## config.mk

```make
export PLATFORM = sky130hd
export DESIGN_NAME = pressure_alarm_debounce
export DESIGN_NICKNAME = d
export VERILOG_FILES = /design/src/rtl/pressure_alarm_debounce.sv
export SDC_FILE = /design/constraint.sdc
export NUM_CORES = 1
export LEC_CHECK = 0
export BUFFER_PORTS_ARGS = -buffer_cell sky130_fd_sc_hd__buf_2
export CAP_MARGIN = 5
export CORE_ASPECT_RATIO = 0.75
export CORE_MARGIN = 1.5
export CORE_UTILIZATION = 30
export CTS_BUF_LIST = sky130_fd_sc_hd__clkbuf_4
export CTS_CLUSTER_DIAMETER = 200
export DETAILED_ROUTE_END_ITERATION = 6
export SLEW_MARGIN = 20
export SYNTH_ARGS = -nofsm -noshare
export SYNTH_HDL_FRONTEND = slang
export SYNTH_SLANG_ARGS = --single-unit
```

## constraint.sdc

```tcl
create_clock -name clk -period 3.2 [get_ports clk]
set_input_delay 0.16 -clock clk [delete_from_list [all_inputs] [get_ports clk]]
set_output_delay 0.16 -clock clk [all_outputs]
set_load 0.01 [all_outputs]
```

## src/rtl/pressure_alarm_debounce.sv

```systemverilog
// pressure_alarm_debounce: hysteresis comparator with a debounced alarm FSM.
// Samples arrive over valid/ready; each accepted sample is evaluated once.
// Optional build macro PRESS_AVG_EN: compare a 4-sample moving average
// instead of the raw sample, which adds one pipeline cycle.
module pressure_alarm_debounce #(
   parameter int DATA_W    = 12,
   parameter int HI_THRESH = 3000,
   parameter int LO_THRESH = 2500,
   parameter int DEBOUNCE  = 4,
   parameter int CNT_W     = 3
) (
   input  logic              clk,
   input  logic              reset,
   input  logic              sample_valid,
   input  logic [DATA_W-1:0] sample,
   output logic              sample_ready,
   output logic              alarm,
   output logic              alarm_rise,
   output logic              alarm_fall,
   output logic [1:0]        state,
   output logic [CNT_W-1:0]  deb_cnt
);

   typedef enum logic [1:0] {
      IDLE      = 2'd0,
      RISE_PEND = 2'd1,
      ALARM     = 2'd2,
      FALL_PEND = 2'd3
   } state_t;

   localparam logic [DATA_W-1:0] HI      = DATA_W'(HI_THRESH);
   localparam logic [DATA_W-1:0] LO      = DATA_W'(LO_THRESH);
   localparam logic [CNT_W-1:0]  DEB_MAX = CNT_W'(DEBOUNCE);

   if (LO_THRESH >= HI_THRESH) begin : g_bad_thresh
      $error("pressure_alarm_debounce: LO_THRESH must be below HI_THRESH");
   end
   if (DEBOUNCE < 1) begin : g_bad_debounce
      $error("pressure_alarm_debounce: DEBOUNCE must be at least 1");
   end
   if ((1 << CNT_W) <= DEBOUNCE) begin : g_bad_cnt_w
      $error("pressure_alarm_debounce: CNT_W too narrow for DEBOUNCE");
   end

   logic   accept;
   logic   eval_q;     // compare flags valid: FSM steps on the next edge
   logic   over_q;
   logic   under_q;
   state_t state_q, state_d;
   logic [CNT_W-1:0] cnt_q, cnt_d, cnt_inc;
   logic   rise_q, rise_d, fall_q, fall_d;

   assign accept = sample_valid & sample_ready;

`ifdef PRESS_AVG_EN
   logic [DATA_W-1:0] win0, win1, win2, win3;
   logic [DATA_W+1:0] sum;
   logic [DATA_W-1:0] avg;
   logic              avg_pend;   // window updated, average computed next edge

   // Sum of the four most recent accepted samples, divided by four
   always_comb begin
      sum = {2'b00, win0} + {2'b00, win1} + {2'b00, win2} + {2'b00, win3};
      avg = sum[DATA_W+1:2];
   end

   // Shift accepted samples into the averaging window
   always_ff @(posedge clk or negedge reset) begin
      if (!reset) begin
         win0     <= '0;
         win1     <= '0;
         win2     <= '0;
         win3     <= '0;
         avg_pend <= 1'b0;
      end else begin
         avg_pend <= accept;
         if (accept) begin
            win0 <= sample;
            win1 <= win0;
            win2 <= win1;
            win3 <= win2;
         end
      end
   end

   // Register the threshold compare of the window average
   always_ff @(posedge clk or negedge reset) begin
      if (!reset) begin
         eval_q  <= 1'b0;
         over_q  <= 1'b0;
         under_q <= 1'b0;
      end else begin
         eval_q <= avg_pend;
         if (avg_pend) begin
            over_q  <= avg > HI;
            under_q <= avg < LO;
         end
      end
   end

   assign sample_ready = ~(avg_pend | eval_q);
`else
   // Register the threshold compare of the raw accepted sample
   always_ff @(posedge clk or negedge reset) begin
      if (!reset) begin
         eval_q  <= 1'b0;
         over_q  <= 1'b0;
         under_q <= 1'b0;
      end else begin
         eval_q <= accept;
         if (accept) begin
            over_q  <= sample > HI;
            under_q <= sample < LO;
         end
      end
   end

   assign sample_ready = ~eval_q;
`endif

   assign cnt_inc = cnt_q + CNT_W'(1);

   // Debounce FSM next-state, counter and edge pulses
   always_comb begin
      state_d = state_q;
      cnt_d   = cnt_q;
      rise_d  = 1'b0;
      fall_d  = 1'b0;
      if (eval_q) begin
         case (state_q)
            IDLE: begin
               if (over_q) begin
                  if (DEB_MAX == CNT_W'(1)) begin
                     state_d = ALARM;
                     cnt_d   = '0;
                     rise_d  = 1'b1;
                  end else begin
                     state_d = RISE_PEND;
                     cnt_d   = CNT_W'(1);
                  end
               end else begin
                  cnt_d = '0;
               end
            end
            RISE_PEND: begin
               if (over_q) begin
                  if (cnt_inc == DEB_MAX) begin
                     state_d = ALARM;
                     cnt_d   = '0;
                     rise_d  = 1'b1;
                  end else begin
                     cnt_d = cnt_inc;
                  end
               end else begin
                  state_d = IDLE;
                  cnt_d   = '0;
               end
            end
            ALARM: begin
               if (under_q) begin
                  if (DEB_MAX == CNT_W'(1)) begin
                     state_d = IDLE;
                     cnt_d   = '0;
                     fall_d  = 1'b1;
                  end else begin
                     state_d = FALL_PEND;
                     cnt_d   = CNT_W'(1);
                  end
               end else begin
                  cnt_d = '0;
               end
            end
            FALL_PEND: begin
               if (under_q) begin
                  if (cnt_inc == DEB_MAX) begin
                     state_d = IDLE;
                     cnt_d   = '0;
                     fall_d  = 1'b1;
                  end else begin
                     cnt_d = cnt_inc;
                  end
               end else begin
                  state_d = ALARM;
                  cnt_d   = '0;
               end
            end
            default: begin
               state_d = IDLE;
               cnt_d   = '0;
            end
         endcase
      end
   end

   // FSM state, counter and pulse registers
   always_ff @(posedge clk or negedge reset) begin
      if (!reset) begin
         state_q <= IDLE;
         cnt_q   <= '0;
         rise_q  <= 1'b0;
         fall_q  <= 1'b0;
      end else begin
         state_q <= state_d;
         cnt_q   <= cnt_d;
         rise_q  <= rise_d;
         fall_q  <= fall_d;
      end
   end

   assign alarm      = (state_q == ALARM) || (state_q == FALL_PEND);
   assign alarm_rise = rise_q;
   assign alarm_fall = fall_q;
   assign state      = state_q;
   assign deb_cnt    = cnt_q;

endmodule

```

==> metrics, run 1 <==
detailed placement HPWL=842 um; f_max=roughly 770 MHz; CP peak stage delay=approximately 0.41 ns; CP Data Arrival Time=1.51 ns; clk_skew=about 0.00058 ns; clk_lat worst skew=0.26 ns; total power=0.365 mW; RePlAce Congestion=0.709; Period Utilization, post-route=0.408; Post-Syn Instances=between 50 and 60; final slew viol count=0; RSZ-0062 raised after global routing=false; I/O Buffers=23; Die Y=40.1 um; DR vias=about 490; #FFs+latches synth=10; clk sink count=10; Top Ports=24; Max Cap Viol=0; share of layout cells above drive strength 1=0.359; Reg clk slew, reported paths=0.06 ns; Mapped Area=approximately 550 um^2; first-pass GRT wire length=between 1500 and 2000 um; synthesis warning total=0; FP Rows=13; CP max stage cell=dfrtp_1; Overflow after GRT=0; WL per Instance=10.6 um; Tot GR Track Use=0.117; Ant. Diodes=0; Crit path top cell by count=ha_1; fin nets=between 90 and 100; Crit. End Element=register; status=completed; startpoint types=register; Pre-antenna DRT Iters=4; Initial Util=0.320; worst hold-check path type=input pin to register; crit-path max FO=4; DR iter-0 viols=11; number of remaining DRC errors=0; initial antenna violation count=0; final hold vios=0; clock root buffer=clkbuf_4; cells along the critical path=ha_1 > ha_1 > o221ai_1 > a21o_1; commonest non-fill, non-tap cells in the layout=23 x buf_2, 10 x dfrtp_1, 5 x nand3_1; H-tree Lvls=1; commonest non-fill, non-tap cell in the layout=buf_2; Final ANT Viol Nets=0; syn_nets=74; CTS tree=yes; Num CTS Buffers=3; leakage power total=0.354 nW; min Tclk post-route=1.31 ns; normalized max-slew margin=0.749; Die X=52.5 um; hold path depth=3; synth unique cells=30; CP Class=register to register; post-synthesis sequential area ratio=0.454; via/cell ratio=4.86; final WL=1060 um; Final Setup Violations=0; synthesized area per cell=10.0 um^2; Worst EP required=3.40 ns; FF-to-FF path depth=4; pin count of the biggest net entering global routing=11; setup_tns=0 ns; Worst VDD drop=274 uV; die area=0.00211 mm^2; vias in the first global route=around 380; pwr dens=slightly above 500 mW/mm^2; CORE AREA=about 0.0017 mm^2; area grow syn2layout=27.4%; clock buffer depth=2; post_cts resized=0; Worst-Margin Slew=0.376 ns
worst paths after layout:
kind	from	endpoint	slack (ns)
max	deb_cnt[0]	state[0]	1.89
min	sample[11]	under_q	0.19
max reg2reg	deb_cnt[0]	state[0]	1.89
min reg2reg	deb_cnt[1]	deb_cnt[1]	0.52
max in group asynchronous	reset	alarm_rise	2.72
min in group asynchronous	reset	deb_cnt[1]	0.29
power breakdown:
group          switching [mW]  internal (mW)  total (mW)
combinational          0.0478         0.0525       0.100
sequential             0.0323          0.147       0.180
clock                  0.0420         0.0434      0.0854
total                   0.122          0.243       0.365
what timing repair did:
| item | 4_1_cts | 5_1_grt |
|---|---|---|
| hold endpoints to repair | 10 | 0 |
| setup buffers | 0 | 0 |
| hold buffers | 1 | 0 |
area by class of cell:
class | instances | area, um^2
Fill cell | 174 | 1020
Timing Repair Buffer | 24 | 125
Sequential cell | 10 | 250
Multi-Input combinational cell | 37 | 263
Inverter | 4 | 15.0
Clock buffer | 3 | 22.5
Tap cell | 22 | 27.5
worst max-delay path, delay by kind of cell (launching register included):
kind,cells,cell delay (ns)
flip-flops,1,0.41
adder cells (fa/ha/maj),2,0.48
AO/OA/AOI/OAI,2,0.36
registers in the layout (all words and copies together), names as in the netlist:
register,cells
alarm_fall,1
alarm_rise,1
deb_cnt,3
eval_q,1
over_q,1
state,2
under_q,1
synthesized netlist by cell type:
cell type,number,share of area
nand3_1,5,0.045
nor3_1,2,0.018
inv_1,4,0.027
o211a_1,1,0.018
nand4b_1,1,0.016
clkbuf_1,1,0.0068
o2bb2ai_1,1,0.016
o21ai_1,1,0.0091
buf_2,1,0.0091
o211ai_1,1,0.014
nor2_1,4,0.027
a21o_1,1,0.014
mux2_4,1,0.027
and2_1,1,0.011
mux2i_1,1,0.018
nor4_1,1,0.011
a31oi_1,1,0.011
o221ai_1,1,0.016
dfrtp_1,10,0.45
a41oi_1,1,0.016
a21oi_1,1,0.0091
o22ai_1,1,0.011
nand4_1,1,0.011
and3_2,1,0.014
nor2b_1,1,0.011
ha_1,4,0.091
buf_4,2,0.027
nand2_1,2,0.014
nand2b_1,1,0.011
o2111ai_1,1,0.016
layer usage:
layer / GRT usage / part of all wire
met1: 0.149 / 0.46
met4: 0.0577 / 0.016
met3: 0.0522 / 0.056
met5: 0 / 0
met2: 0.169 / 0.46
metrics by stage:
stage	area (um^2)	hold WS [ns]	setup slack, ns	util	std cells
floorplan	552	-0.136	1.97	-	55
global placement	671	0.0348	1.89	0.389	96
detailed placement	671	0.0360	1.88	0.389	96
CTS	703	0.188	1.87	0.408	100
global route	703	0.215	1.81	0.408	100
finish	703	0.193	1.89	0.408	100
kinds of logic (layout without fill, tap and decap cells):
logic type / after synthesis / after routing / synth area share
DFF: 10 / 10 / 0.454
and+or+nand+nor: 20 / 20 / 0.191
buffers and inverters: 8 / 31 / 0.0703
adders and majority gates: 4 / 4 / 0.0907
AOI/OAI and AO/OA: 11 / 11 / 0.150
muxes: 2 / 2 / 0.0453
Note: power is estimated with default switching activity, not from simulation.
==> run 2: changes to the inputs <==
- ABC_AREA: default -> 1
- clock period: 3.2 -> 1.3 ns (I/O delays scaled with it)
==> run 2 against run 1 <==
Critical path depth is 2 higher; maximum frequency is 7.7% higher; cell count is 37% higher; synthesized cell count is 55% higher; power grew to 3.2 times the previous value; cell area is 22% higher; clock skew is 0.0071 ns higher; via count is 29% higher; critical path type unchanged; largest power group unchanged.
==> metrics, run 2 <==
setup_tns=0 ns (unchanged); share of layout cells above drive strength 1=0.389 (+0.0304); commonest non-fill, non-tap cells in the layout=25 x nand2_1, 23 x buf_2, 11 x nor2_1; synth unique cells=20 (-33%); Worst-Margin Slew=0.228 ns (-0.148 ns); fin nets=134 (+35%); FF-to-FF path depth=6 (+2); via/cell ratio=4.58 (-5.7%); top area cells in the synthesized netlist=dfrtp_1 40%, nand2_1 15%, ha_1 7.9%, nor2_1 6.5%, inv_1 5.3%; leakage power total=0.448 nW (+27%); R2R Path End=state[1]; final slew viol count=0 (unchanged); normalized max-slew margin=0.848 (+0.0991); vias in the first global route=551 (+46%); Post-Syn Instances=85 (+55%); Mapped Area=633 um^2 (+15%); Place WS=0.000893 ns (-1.88 ns); clk_skew=0.00767 ns (+0.00709 ns); Synth area leader=dfrtp_1; max reg flops=3 (unchanged); part of the power in combinational logic=0.403 (+0.128); commonest non-fill, non-tap cell in the layout=nand2_1; post-synthesis sequential area ratio=0.395 (-0.0583); clk sink count=10 (unchanged); Die Y=42.8 um (+6.6%); P_sw=0.480 mW (+290%); Post-synth EDFFs=0 (unchanged); clk_lat worst skew=0.26 ns (about the same); Sw Ratio=0.407 (+0.0726); pwr dens=1380 mW/mm^2 (+170%); CP Class=register to register; Overflow after GRT=0 (unchanged); pin count of the biggest net entering global routing=11 (unchanged); most common cell in the synthesized netlist=nand2_1; HP Start=sample_valid; R2R Path Start=deb_cnt[1]; Period Utilization, post-route=0.933 (+0.525); flop2flop setup slack=0.09 ns (-1.81 ns); Max Cap Viol=0 (unchanged); hold worst-path end=eval_q; post-synth top area share=0.395 (-0.0583); part of the power in registers=0.428 (-0.064); first-pass GRT wire length=2280 um (+37%); status=completed; initial antenna violation count=0 (unchanged); CTS tree=yes; Pre-antenna DRT Iters=4 (unchanged); CP peak stage delay=0.41 ns (about the same); Tot GR Track Use=0.122 (+0.00532); CP Data Arrival Time=1.36 ns (-0.15 ns); number of remaining DRC errors=0 (unchanged); setup ws final=0.0874 ns (-1.81 ns); Crit. End Element=register; f_max=825 MHz (+7.7%); Initial Util=0.317 (-0.00299); cells along the critical path=ha_4 > ha_1 > inv_2 > nand4_4 > nand4_1 > nand2_1; startpoint types=register; RePlAce Congestion=0.796 (+12%); Die X=56.0 um (+6.7%); final WL=1330 um (+25%); Num CTS Buffers=3 (unchanged); Placed Area=778 um^2 (+16%); Final Instance Area=855 um^2 (+22%); Reg clk slew, reported paths=0.06 ns (about the same); synthesis warning total=0 (unchanged); Worst EP required=1.45 ns (-1.95 ns); detailed placement HPWL=1060 um (+26%); area grow syn2layout=35.0%; min Tclk post-route=1.21 ns (-0.0932 ns); total power=1.18 mW (+220%); Top Ports=24 (unchanged); I/O Buffers=23 (unchanged); top cells by count, synth=25 x nand2_1, 11 x nor2_1, 10 x dfrtp_1; CP max stage cell=dfrtp_1; worst hold slack=0.0768 ns (-0.116 ns); worst hold-check path type=input pin to register; Clock Power Share=0.169 (-0.065); clock root buffer=clkbuf_4; syn_nets=104 (+41%); Final Setup Violations=0 (unchanged); WL per Instance=9.72 um (-8.6%); FP Rows=14 (+1); top_reg_cell synth=dfrtp_1; crit-path max FO=3 (-1); DR iter-0 viols=3 (-8); cell internal pwr=0.700 mW (+190%); #FFs+latches synth=10 (unchanged); CORE AREA=0.00200 mm^2 (+16%); die area=0.00240 mm^2 (+14%); Worst VDD drop=950 uV (+250%); Ant. Diodes=0 (unchanged); final hold vios=0 (unchanged); Final ANT Viol Nets=0 (unchanged); H-tree Lvls=1 (unchanged); clock buffer depth=2 (unchanged); DR vias=628 (+29%); synthesized area per cell=7.45 um^2 (-26%); ys async rst share=1.00 (unchanged); hold path depth=3 (unchanged)
run 2: cell types whose count changed after synthesis, sizes merged, moves of 2 or more:
cell and change:
buf -2, inv +8, nand2 +24, nand4 +4
nor2 +8, o21ai +2
run 2: layout make-up:
| type | instances | area (um^2) |
|---|---|---|
| timing repair buffer | 27 | 148 |
| fill | 217 | 1140 |
| sequential | 10 | 253 |
| inverter | 13 | 48.8 |
| tap | 24 | 30.0 |
| clock buffer | 3 | 22.5 |
| multi-input combinational | 60 | 353 |
run 2: power groups by stage:
| stage | clock [mW] | combinational, mW | sequential [mW] |
|---|---|---|---|
| floorplan | 0 | 0.315 | 0.472 |
| global placement | 0 | 0.429 | 0.487 |
| detailed placement | 0 | 0.437 | 0.486 |
| CTS | 0.209 | 0.445 | 0.482 |
| global route | 0.227 | 0.546 | 0.524 |
| finish | 0.199 | 0.475 | 0.505 |
run 2: timing repair:
item                       in CTS  in global routing
pin swaps                       1                  3
resized for setup               0                  9
hold buffers                    1                  0
buffers inserted                0                  1
hold endpoints to repair       10                  0
setup endpoints to repair       1                  2
run 2: per-stage QoR:
step                      instances  utilization
after CTS                       136        0.406
after floorplan                  85            -
after detailed placement        132        0.390
final                           137        0.428
after global routing            137        0.428
after global placement          132        0.390
run 2: cells by family (layout without fill, tap and decap cells):
family	after synthesis	in the layout	share of synthesized area
buffers and inverters	15	43	0.101
adders and majority gates	4	4	0.0791
DFF	10	10	0.395
and+or+nand+nor	50	50	0.374
AOI/OAI and AO/OA	6	6	0.0514
run 2: worst max-delay path by stage:
stage                     startpoint        to  cells after the start
after floorplan           deb_cnt[0]  state[0]                      6
after global placement    deb_cnt[1]  state[0]                      6
after detailed placement  deb_cnt[1]  state[1]                      6
after CTS                 deb_cnt[0]  state[1]                      7
after global routing      deb_cnt[1]  state[1]                      7
final                     deb_cnt[1]  state[1]                      6
run 2: layer usage:
layer / global-route usage / share of wire
met3: 0.0579 / 0.075
met1: 0.151 / 0.46
met2: 0.200 / 0.47
met4: 0.0143 / 0
met5: 0 / 0
run 2: worst max-delay path, delay by kind of cell, from the launching register on:
family	cells	cell delay, ns
adder cells (fa/ha/maj)	2	0.38
buffers and inverters	1	0.08
flip-flops	1	0.41
AND/OR/NAND/NOR	3	0.25
==> run 3: changes to the inputs <==
- CORE_ASPECT_RATIO: 0.75 -> default
==> run 3 against run 2 <==
Cell count rose by 1.5%; global-route usage rose by 0.46 points; die area fell by 0.12%; sequential power barely moved; critical path depth did not move; core utilization rose by 0.83 points; power rose by 1.0%; register-to-register slack barely moved; hold slack got worse by 0.032 ns; critical endpoint is now state[0]; largest cell class unchanged.
==> metrics, run 3 (same netlist as run 2, synthesis figures left out) <==
via/cell ratio=4.50 (-1.9%); worst hold slack=0.0444 ns (-0.0324 ns); final WL=1320 um (-0.68%); Top Ports=24 (unchanged); setup_tns=0 ns (unchanged); Overflow after GRT=0 (unchanged); Period Utilization, post-route=0.929 (-0.00393); Crit. End Element=register; commonest non-fill, non-tap cells in the layout=25 x nand2_1, 23 x buf_2, 10 x nor2_1; DR vias=625 (-0.48%); max reg flops=3 (unchanged); clock root buffer=clkbuf_4; WL per Instance=9.51 um (-2.1%); Final ANT Viol Nets=0 (unchanged); final hold vios=0 (unchanged); startpoint types=register; placed cells=135 (+2.3%); min Tclk post-route=1.21 ns (-0.00511 ns); Max Cap Viol=0 (unchanged); Finished Core Util=0.436 (+0.00829); cells along the critical path=ha_4 > ha_2 > inv_2 > nand4_4 > nand4_1 > nand2_1; normalized max-slew margin=0.800 (-0.0480); RSZ-0062 raised after global routing=false; DR iter-0 viols=6 (+3); Post-Layout Cell Count=139 (+1.5%); Initial Util=0.319 (+0.00240); Die Y=48.9 um (+14%); I/O Buffers=23 (unchanged); fin nets=133 (-0.75%); Reg clk slew, reported paths=0.06 ns (about the same); CORE AREA=0.00198 mm^2 (-0.75%); Post-CTS Setup Inserts=0 (unchanged); CP Class=register to register; clock buffer depth=2 (unchanged); Tot GR Track Use=0.127 (+0.00462); CP peak stage delay=0.42 ns (about the same); clk sink count=10 (unchanged); CP max stage cell=dfrtp_1; Final Instance Area=865 um^2 (+1.2%); die area=0.00240 mm^2 (-0.12%); CTS tree=yes; part of the power in registers=0.422 (-0.006); pwr dens=1380 mW/mm^2 (-0.16%); final slew viol count=0 (unchanged); number of remaining DRC errors=0 (unchanged); part of the power in combinational logic=0.397 (-0.006); worst hold-check path type=input pin to register; FP Rows=16 (+2); crit-path max FO=3 (unchanged); clk_skew=0.00392 ns (-0.00375 ns); Final Setup Violations=0 (unchanged); status=completed; Placed Area=782 um^2 (+0.48%); Ant. Diodes=0 (unchanged); Num CTS Buffers=3 (unchanged); Pre-antenna DRT Iters=2 (-2); share of layout cells above drive strength 1=0.384 (-0.00545); detailed placement HPWL=1060 um (-0.25%); Worst-Margin Slew=0.300 ns (+0.0721 ns); P_sw=0.495 mW (+3.2%); commonest non-fill, non-tap cell in the layout=nand2_1; CP Data Arrival Time=1.37 ns (about the same); cell internal pwr=0.696 mW (-0.50%); Worst VDD drop=537 uV (-44%); total power=1.19 mW (+1.0%); Place WS=0.0167 ns (+0.0158 ns); Sw Ratio=0.416 (+0.00884); RePlAce Congestion=0.813 (+2.2%); first-pass GRT wire length=2320 um (+1.5%); pin count of the biggest net entering global routing=11 (unchanged); Clock Power Share=0.180 (+0.011); area grow syn2layout=36.6%; leakage power total=0.445 nW (-0.78%); vias in the first global route=579 (+5.1%); setup ws final=0.0925 ns (+0.00511 ns); Worst EP required=1.46 ns (about the same); FF-to-FF path depth=6 (unchanged); hold path depth=3 (unchanged); f_max=828 MHz (+0.42%); initial antenna violation count=0 (unchanged); Die X=48.9 um (-13%); H-tree Lvls=1 (unchanged); clk_lat worst skew=0.27 ns (about the same)
==> run 3: worst max-delay path: cells and delay by family (launching register included) <==
kind                     cells  cell delay (ns)
AND/OR/NAND/NOR              3             0.24
flip-flops                   1             0.42
buffers and inverters        1             0.07
adder cells (fa/ha/maj)      2             0.36
==> run 3: layout make-up <==
| type | instances | area (um^2) |
|---|---|---|
| repair buffers | 26 | 140 |
| well taps | 27 | 33.8 |
| clock buffers | 3 | 22.5 |
| multi-input cells | 60 | 368 |
| inverters | 13 | 48.8 |
| fillers | 206 | 1120 |
| flip-flops and latches | 10 | 251 |
==> run 3: power groups by stage <==
stage	logic [mW]	clock network [mW]	registers, mW
after floorplan	0.315	0	0.472
after global placement	0.431	0	0.487
after detailed placement	0.438	0	0.491
after CTS	0.443	0.218	0.487
after global routing	0.536	0.235	0.518
final	0.473	0.215	0.503
==> run 3: worst paths after layout <==
kind	startpoint	to	slack, ns
worst min-delay path	sample_valid	eval_q	0.04
max in group asynchronous	reset	state[0]	0.91
worst max register to register	deb_cnt[1]	state[0]	0.09
worst max-delay path	deb_cnt[1]	state[0]	0.09
worst min register to register	eval_q	deb_cnt[2]	0.56
min in group asynchronous	reset	alarm_fall	0.18
==> run 3: routing by layer <==
| layer | wire length, um | share of wire | track usage | vias up |
|---|---|---|---|---|
| met4 | 36 | 0.027 | 0.0857 | 0 |
| met2 | 604 | 0.46 | 0.208 | 24 |
| li1 | - | - | - | 324 |
| met5 | 0 | 0 | 0 | - |
| met3 | 95 | 0.072 | 0.0399 | 5 |
| met1 | 585 | 0.44 | 0.139 | 272 |
==> run 3: timing repair <==
item	4_1_cts	5_1_grt
hold endpoints to repair	10	0
resized for setup	0	11
hold buffers	1	0
setup endpoints to repair	0	3
